File: config.mk
export PLATFORM = sky130hd
export DESIGN_NAME = ir_key_event
export DESIGN_NICKNAME = d
export VERILOG_FILES = /design/src/rtl/ir_key_event_pkg.sv /design/src/rtl/ir_release_timer.sv /design/src/rtl/ir_key_event.sv
export SDC_FILE = /design/constraint.sdc
export NUM_CORES = 1
export LEC_CHECK = 0
export BUFFER_PORTS_ARGS = -buffer_cell sky130_fd_sc_hd__buf_2
export CAP_MARGIN = 20
export CORE_MARGIN = 1
export CORE_UTILIZATION = 54
export DETAILED_ROUTE_END_ITERATION = 7
export PLACE_DENSITY = 0.77
export SETUP_SLACK_MARGIN = 0.15
export SLEW_MARGIN = 20
export SYNTH_ARGS = -nofsm -noshare
export SYNTH_HDL_FRONTEND = slang
export SYNTH_HIERARCHICAL = 1
export SYNTH_SLANG_ARGS = --single-unit
File: constraint.sdc
create_clock -name sys_clk -period 2.91 [get_ports sys_clk]
set_clock_uncertainty 0.1 [all_clocks]
set_input_delay 0.582 -clock sys_clk [delete_from_list [all_inputs] [get_ports sys_clk]]
set_output_delay 0.582 -clock sys_clk [all_outputs]
set_load 0.05 [all_outputs]
File: src/rtl/ir_key_event_pkg.sv
// Shared definitions for the IR key event logic: FSM state encoding and a
// constant-evaluable ceil(log2) for sizing counters.
package ir_key_event_pkg;

    localparam logic [1:0] IDLE   = 2'd0;
    localparam logic [1:0] PRESS  = 2'd1;
    localparam logic [1:0] HOLD   = 2'd2;
    localparam logic [1:0] SWITCH = 2'd3;

    // Never returns 0 so that callers can size a vector directly from the result.
    function automatic int clog2(input int value);
        int r;
        r = 0;
        for (int i = 0; i < 31; i++) begin
            if ((1 << i) < value) r = i + 1;
        end
        if (r == 0) r = 1;
        return r;
    endfunction

endpackage

File: src/rtl/ir_release_timer.sv
// Release down-counter: reloads on every frame or repeat, and flags the cycle in
// which it would reach zero so the release decision lands one cycle later.
module ir_release_timer
    import ir_key_event_pkg::*;
#(
    parameter int RELEASE_CYC = 6_000_000
) (
    input  logic sys_clk,
    input  logic sys_rst,
    input  logic load,
    input  logic tick,
    output logic expired
);

    localparam int TW = clog2(RELEASE_CYC + 1);

    logic [TW-1:0] cnt;

    always_ff @(posedge sys_clk) begin
        if (sys_rst)
            cnt <= '0;
        else if (load)
            cnt <= TW'(RELEASE_CYC);
        else if (tick && cnt != '0)
            cnt <= cnt - TW'(1);
    end

    // The tick that takes the count from 1 to 0 is the expiry event.
    assign expired = tick && !load && (cnt == TW'(1));

endmodule

File: src/rtl/ir_key_event.sv
// Turns NEC decoder frame/repeat pulses into key down/hold/up lifecycle events
// with registered outputs.
module ir_key_event
    import ir_key_event_pkg::*;
#(
    parameter int CLK_FREQ   = 50_000_000,
    parameter int RELEASE_MS = 120,
    parameter int HOLD_DELAY = 5,
    parameter int HOLD_DIV   = 2
) (
    input  logic       sys_clk,
    input  logic       sys_rst,
    input  logic       data_en,
    input  logic       repeat_en,
    input  logic [7:0] data,
    output logic [7:0] key_code,
    output logic       key_active,
    output logic       key_down,
    output logic       key_up,
    output logic       key_hold,
    output logic [7:0] hold_cnt
);

    localparam int         RELEASE_CYC  = CLK_FREQ / 1000 * RELEASE_MS;
    localparam logic [7:0] HOLD_DELAY_C = 8'(HOLD_DELAY);
    localparam logic [7:0] HOLD_DIV_C   = 8'(HOLD_DIV);

    logic [1:0] state;
    logic [7:0] rep_cnt;
    logic [7:0] div_cnt;
    logic [7:0] pend_code;
    logic       pressed;
    logic       timer_load;
    logic       timer_tick;
    logic       expired;

    assign pressed    = (state == PRESS) || (state == HOLD);
    // Leaving SWITCH is where the new press starts its release window.
    assign timer_load = data_en || (state == SWITCH) || (pressed && repeat_en);
    assign timer_tick = pressed && !repeat_en && !data_en;

    ir_release_timer #(
        .RELEASE_CYC(RELEASE_CYC)
    ) u_timer (
        .sys_clk (sys_clk),
        .sys_rst (sys_rst),
        .load    (timer_load),
        .tick    (timer_tick),
        .expired (expired)
    );

    always_ff @(posedge sys_clk) begin
        if (sys_rst) begin
            state      <= IDLE;
            key_code   <= '0;
            key_active <= 1'b0;
            key_down   <= 1'b0;
            key_up     <= 1'b0;
            key_hold   <= 1'b0;
            hold_cnt   <= '0;
            rep_cnt    <= '0;
            div_cnt    <= '0;
            pend_code  <= '0;
        end else begin
            key_down <= 1'b0;
            key_up   <= 1'b0;
            key_hold <= 1'b0;
            case (state)
                IDLE: begin
                    if (data_en) begin
                        key_code   <= data;
                        rep_cnt    <= '0;
                        hold_cnt   <= '0;
                        div_cnt    <= '0;
                        key_down   <= 1'b1;
                        key_active <= 1'b1;
                        state      <= PRESS;
                    end
                end
                PRESS, HOLD: begin
                    if (data_en) begin
                        // Old code stays on key_code for the key_up cycle.
                        pend_code <= data;
                        key_up    <= 1'b1;
                        state     <= SWITCH;
                    end else if (expired) begin
                        key_up     <= 1'b1;
                        key_active <= 1'b0;
                        state      <= IDLE;
                    end else if (repeat_en) begin
                        if (state == PRESS) begin
                            rep_cnt <= rep_cnt + 8'd1;
                            if (rep_cnt + 8'd1 == HOLD_DELAY_C) begin
                                key_hold <= 1'b1;
                                hold_cnt <= 8'd1;
                                div_cnt  <= '0;
                                state    <= HOLD;
                            end
                        end else if (div_cnt + 8'd1 == HOLD_DIV_C) begin
                            key_hold <= 1'b1;
                            div_cnt  <= '0;
                            if (hold_cnt != 8'hFF) hold_cnt <= hold_cnt + 8'd1;
                        end else begin
                            div_cnt <= div_cnt + 8'd1;
                        end
                    end
                end
                SWITCH: begin
                    key_code <= data_en ? data : pend_code;
                    key_down <= 1'b1;
                    rep_cnt  <= '0;
                    hold_cnt <= '0;
                    div_cnt  <= '0;
                    state    <= PRESS;
                end
                default: state <= IDLE;
            endcase
        end
    end

endmodule

---- Word-level counts from Yosys, hierarchy flattened ----
Cells that the tools add are included.
cells by class
  add/sub/neg operators ................... 4
  equal/unequal tests ..................... 19
  muxes and demuxes ....................... 44
  bitwise gates (word level) .............. 2
  reductions and logical operators ........ 27
operators with widths
  cell                                                   count
  two-way mux 8 bit                                      20
  case mux 8 bit (3 select lines)                        3
  two-way mux 23 bit                                     2
  adder 8 x 1 -> 8 bit (second input constant)           3
  equality test 23 x 1 -> 1 bit (second input constant)  1
  nonzero test 23 bit                                    1
  subtractor 23 x 1 -> 23 bit (second input constant)    1
  case mux 8 bit (2 select lines)                        1
  two-way mux 2 bit                                      6
  inequality test 2 bit (second input constant)          6
  inequality test 4 bit (second input constant)          3
  AND reduction 5 bit                                    2
  two-way mux 1 bit                                      9
  inequality test 3 bit (second input constant)          3
  equality test 8 x 2 -> 1 bit (second input constant)   1
  equality test 8 x 3 -> 1 bit (second input constant)   1
  inequality test 8 bit (second input constant)          1
  AND reduction 4 bit                                    2
  AND reduction 7 bit                                    1
  logical AND 1 bit                                      6
  case mux 2 bit (3 select lines)                        1
  nonzero test 2 bit                                     3
  OR reduction 2 bit                                     3
  OR reduction 5 bit                                     1
  other kinds (8)                                        15
storage, ports and cells
  flip-flop bits (word level) ............. 69
  output and inout bits ................... 20
  logic and storage cells ................. 108

---- Longest topological paths before layout ----
  depth after elaboration ................. 10
  depth in mapped cells ................... 14
  gate-level depth less buffers ........... 12

---- Modules after synthesis ----
The synthesis kept the hierarchy.
by module, submodules not included
  module            instances  cells an instance  area an instance (um2)  seq. area each (um2)
  ir_key_event      1          330                2,637.5                 920.9
  ir_release_timer  1          145                1,255.0                 460.4

---- Worst setup path before layout ----
Ideal clock, no wire load.
  kind .................................... register to register
  from .................................... register state[0]
  to ...................................... register div_cnt[1]
  setup time .............................. 0.070 ns
  data arrival time ....................... 3.038 ns
  required time ........................... 2.740 ns
  path slack .............................. -0.298 ns
  stages on the path, launching flop included .. 13
  period minus slack after synthesis ...... 3.208 ns
  cells stage by stage .................... dfxtp_1 -> inv_1 -> ha_1 -> clkbuf_1 -> clkbuf_1 -> a211o_1 -> nor3_1 -> or3b_4 -> a21oi_4 -> a21boi_2 -> a21oi_2 -> or4_1 -> a21oi_1
on the way
  longest elaborated chain between the ends .. 9
  elaborated cells on any way between the ends .. 25
RTL lines
  element                                                              line                    text
  start: declaration                                                   ir_key_event.sv:28      logic [1:0] state;
  start signal: assignment                                             ir_key_event.sv:54      state <= IDLE;
  start signal: assignment                                             ir_key_event.sv:77      state <= PRESS;
  start signal: assignment                                             ir_key_event.sv:85      state <= SWITCH;
  equality test 2 x 1 -> 1 bit or equality test 2 bit (tied branches)  ir_key_event.sv:37      assign pressed = (state == PRESS) || (state == HOLD);
  logical OR 1 bit (*)                                                 ir_key_event.sv:37
  via pressed                                                          ir_key_event.sv:32      logic pressed;
  logical AND 1 bit (*)                                                ir_key_event.sv:39      assign timer_load = data_en || (state == SWITCH) || (pressed && repeat_en);
  logical OR 1 bit (*)                                                 ir_key_event.sv:39
  via timer_load                                                       ir_key_event.sv:33      logic timer_load;
  logical NOT 1 bit (*)                                                ir_release_timer.sv:29  assign expired = tick && !load && (cnt == TW'(1));
  logical AND 1 bit (*) (2 in a row)                                   ir_release_timer.sv:29
  via expired                                                          ir_key_event.sv:35      logic expired;
  inequality test 2 bit (no source line) (*)                           --
  AND reduction 5 bit (no source line) (*)                             --
  end signal: assignment                                               ir_key_event.sv:104     div_cnt <= div_cnt + 8'd1;
  end: declaration                                                     ir_key_event.sv:30      logic [7:0] div_cnt;
The timed path passes the listed nets; every way through them passes the cells marked *. The select of a mux whose other input is x is not followed.
A chain may end at the register's enable or synchronous reset.

---- Worst setup path after layout ----
  from .................................... register state[0]
  to ...................................... register div_cnt[6]
on the way
  elaborated cells on any way between the ends .. 25
RTL lines
  element                                                              line                    text
  equality test 2 x 1 -> 1 bit or equality test 2 bit (tied branches)  ir_key_event.sv:37
  logical OR 1 bit (*)                                                 ir_key_event.sv:37
  via pressed                                                          ir_key_event.sv:32
  logical AND 1 bit (*) (2 in a row)                                   ir_key_event.sv:40      assign timer_tick = pressed && !repeat_en && !data_en;
  via timer_tick                                                       ir_key_event.sv:34      logic timer_tick;
  logical AND 1 bit (*) (2 in a row)                                   ir_release_timer.sv:29
  via expired                                                          ir_key_event.sv:35
  inequality test 2 bit (no source line) (*)                           --
  AND reduction 5 bit (no source line) (*)                             --
Marked as above.

==> reports/results.ini <==
[outcome]
status = completed

[setup_path]
required_ps = 3090
end_kind = register
rr_worst_depth = 13
critPathSlowestCell = or3b_4
criticalPathCategory = reg2reg
path_max_fanout = 3
r2r-end = div_cnt[6]$_SDFFE_PP0P_
max_stage_delay_ps = 410
ff2ff_setup_slack_ps = 130
cpMostUsedCell = a21oi_2
path_cells = inv_4 > ha_4 > and2b_1 > nor2b_4 > nand2_2 > nor3_4 > or3b_4 > a21oi_4 > a21boi_4 > a21oi_2 > buf_4 > or4_4 > a21oi_2
startpoint_type = register
arrival_ps = 2960
crit-reg2reg-launch = state[0]$_SDFFE_PP0P_

[synth]
ys_types = 61
synth_area_um2 = 3890
synth_top_family_by_area = simple AND/OR/NAND/NOR gates
synth_compound_area_share_pct = 21.1
yosys.area_share.xor_xnor_pct = 4.50
synth-seq-area-share_pct = 35.5
syn_inst = 475
synth.top_cell.area_share_pct = 35.5
synth_area_leaders = dfxtp_1 35%, a21oi_1 6.2%, nor2_1 4.6%
synth-simple-area-share_pct = 27.4
yosysTopAreaCell = dfxtp_1
synthArstFlopShare_pct = 0
synthMuxAreaShare_pct = 2.86
yosys_warnings = 6
synth_flop_cell = dfxtp_1
synth_fa_ha_area_share_pct = 3.86
ys_ff_latch = 69
synth_nets = 499
postSynthAreaPerCell_um2 = 8.19
synth-edff-count = 0

[detailed_routing]
drtAntennaViolNets = 0
drc = 0
drt-total-wl_um = 8780
first_pass_iters = 5
top_layer = met4
wl_per_cell_um = 14.3
first_iter_violations = 121
vias_per_cell = 5.87
wl_met2_um = 4280
met3_length_um = 394
wl_met1_um = 3930
via_count = 3599

[cts]
clkTransAtPathRegs_ps = 80
clock_sinks = 69
clk_path_buf_depth = 2
cts_buffers = 9
cts-root-buf = clkbuf_8
insertion_delay_ps = 360
htree_levels = 3
cts_tree = done

[global_routing]
grt_max_degree = 57
antenna_found_initial = 0
grt_overflow_total = 0
grt_util_all_layers_pct = 24.4
grt_pass1_vias = 3254
grt_pass1_wl_um = 14600

[floorplanning]
num_io_pins = 32
start_util_pct = 56.7
rows = 30
die_w_um = 86.9
die-area_um2 = 7550
dieHeight_um = 86.9
core_area_um2 = 6870

[timing]
min_period_ps = 2780
worst_slack_ps = 135
worstMarginPinSlew_ps = 604
setup_violations = 0
final_hold_viol_count = 0
max_freq_ghz = 0.360
holdWs_ps = 360
max_slew_margin_pct = 59.8
timing.final.crit_share_pct = 95.4
rsz0062_at_grt = yes
fin_tns_setup_ps = 0
slew_viol_final = 0

[hold_path]
whs_path_depth = 2
holdPathEnd = pend_code[3]$_SDFFE_PP0N_
hold_path.class = reg2reg
hold_path_startpoint = pend_code[3]$_SDFFE_PP0N_

[final_layout]
fin_util_pct = 65.7
diodes = 0
final_common_cell = dfxtp_1
design_area_um2 = 4510
fin_cells = 613
most-common-layout-cells = 67 x dfxtp_1, 47 x a21oi_1, 47 x nor2_1
nNetsFinal = 536
area_delta_synth_final_pct = 15.9
drive_gt1_share_pct = 20.5

[power]
p_per_area_nw_per_um2 = 580
irDropWorstVdd_v = 0.000271
leakagePower_nw = 1.72
power.total_mw = 2.62

[place]
dp_hpwl_um = 5870
portBuffers = 31
dp_slack_ps = 11.2
placed_cells = 588
placed_area_um2 = 4200
gp_congestion = 0.787

[flow_run]
maxCapViolCount = 0

[cell usage after synthesis (all sizes together) (11+ instances only)]
| cell type | count |
|---|---|
| dfxtp | 69 |
| a21oi | 50 |
| nor2 | 48 |
| nand2 | 33 |
| clkbuf | 20 |
| nand3 | 20 |
| nor3 | 20 |
| o21ai | 20 |
| xnor2 | 20 |
| a211oi | 17 |
| inv | 13 |
| ha | 12 |
| buf | 11 |
[cell type report]
type,count,area [um2]
clock buffer,9,124
clock inverter,7,80.1
fill,601,2360
inverter,14,55.1
multi-input combinational,361,2390
sequential,69,1380
tap,96,120
timing repair buffer,57,354
[registers in the layout (all words and copies together) (netlist names)]
name	cells
div_cnt	8
state	2
key_up	1
hold_cnt	8
key_down	1
rep_cnt	8
key_hold	1
u_timer/cnt	23
key_active	1
key_code	8
pend_code	8
[what timing repair did]
item | 4_1_cts | 5_1_grt
hold endpoints to repair | 0 | 0
resized for setup | 1 | 7
hold buffers | 0 | 0
buffers inserted | 6 | 3
pin swaps | 4 | 8
setup endpoints to repair | 6 | 6
[worst max path at each step]
stage                           from                      end  slack [ps]  cells after the start
6_report       state[0]$_SDFFE_PP0P_  div_cnt[6]$_SDFFE_PP0P_         130                     13
5_1_grt        state[0]$_SDFFE_PP0P_  div_cnt[6]$_SDFFE_PP0P_          40                     13
4_1_cts        state[0]$_SDFFE_PP0P_  div_cnt[6]$_SDFFE_PP0P_         160                     13
3_5_place_dp               repeat_en  div_cnt[6]$_SDFFE_PP0P_          10                     12
3_3_place_gp               repeat_en  div_cnt[6]$_SDFFE_PP0P_          90                     12
2_1_floorplan  state[0]$_SDFFE_PP0P_  div_cnt[1]$_SDFFE_PP0P_          80                     12
[critical path, delay by kind of cell (launching register included)]
family	cells	cell delay, ps
simple gates	6	1220
compound gates	4	580
flops	1	370
fa+ha+maj	1	230
buf+inv	2	190
[layer usage]
layer | vias up | GRT usage, %
li1 | 1795 | -
met1 | 1701 | 30.7
met2 | 87 | 40.6
met3 | 16 | 4.74
met4 | 0 | 11.1
met5 | - | 0
[power by group]
| group | switching [mW] | internal, mW | total [mW] | leakage, nW |
|---|---|---|---|---|
| clock | 0.401 | 0.406 | 0.807 | 0.0968 |
| sequential | 0.0555 | 1.01 | 1.06 | 0.564 |
| combinational | 0.467 | 0.279 | 0.746 | 1.06 |
[cell families after synthesis]
group	after synthesis
AO/OA/AOI/OAI	125
multiplexers	11
flip-flops	69
adder cells (fa/ha/maj)	12
XOR/XNOR	20
buffers and inverters	45
AND/OR/NAND/NOR	193
No activity file was read; power rests on OpenSTA's default activity.
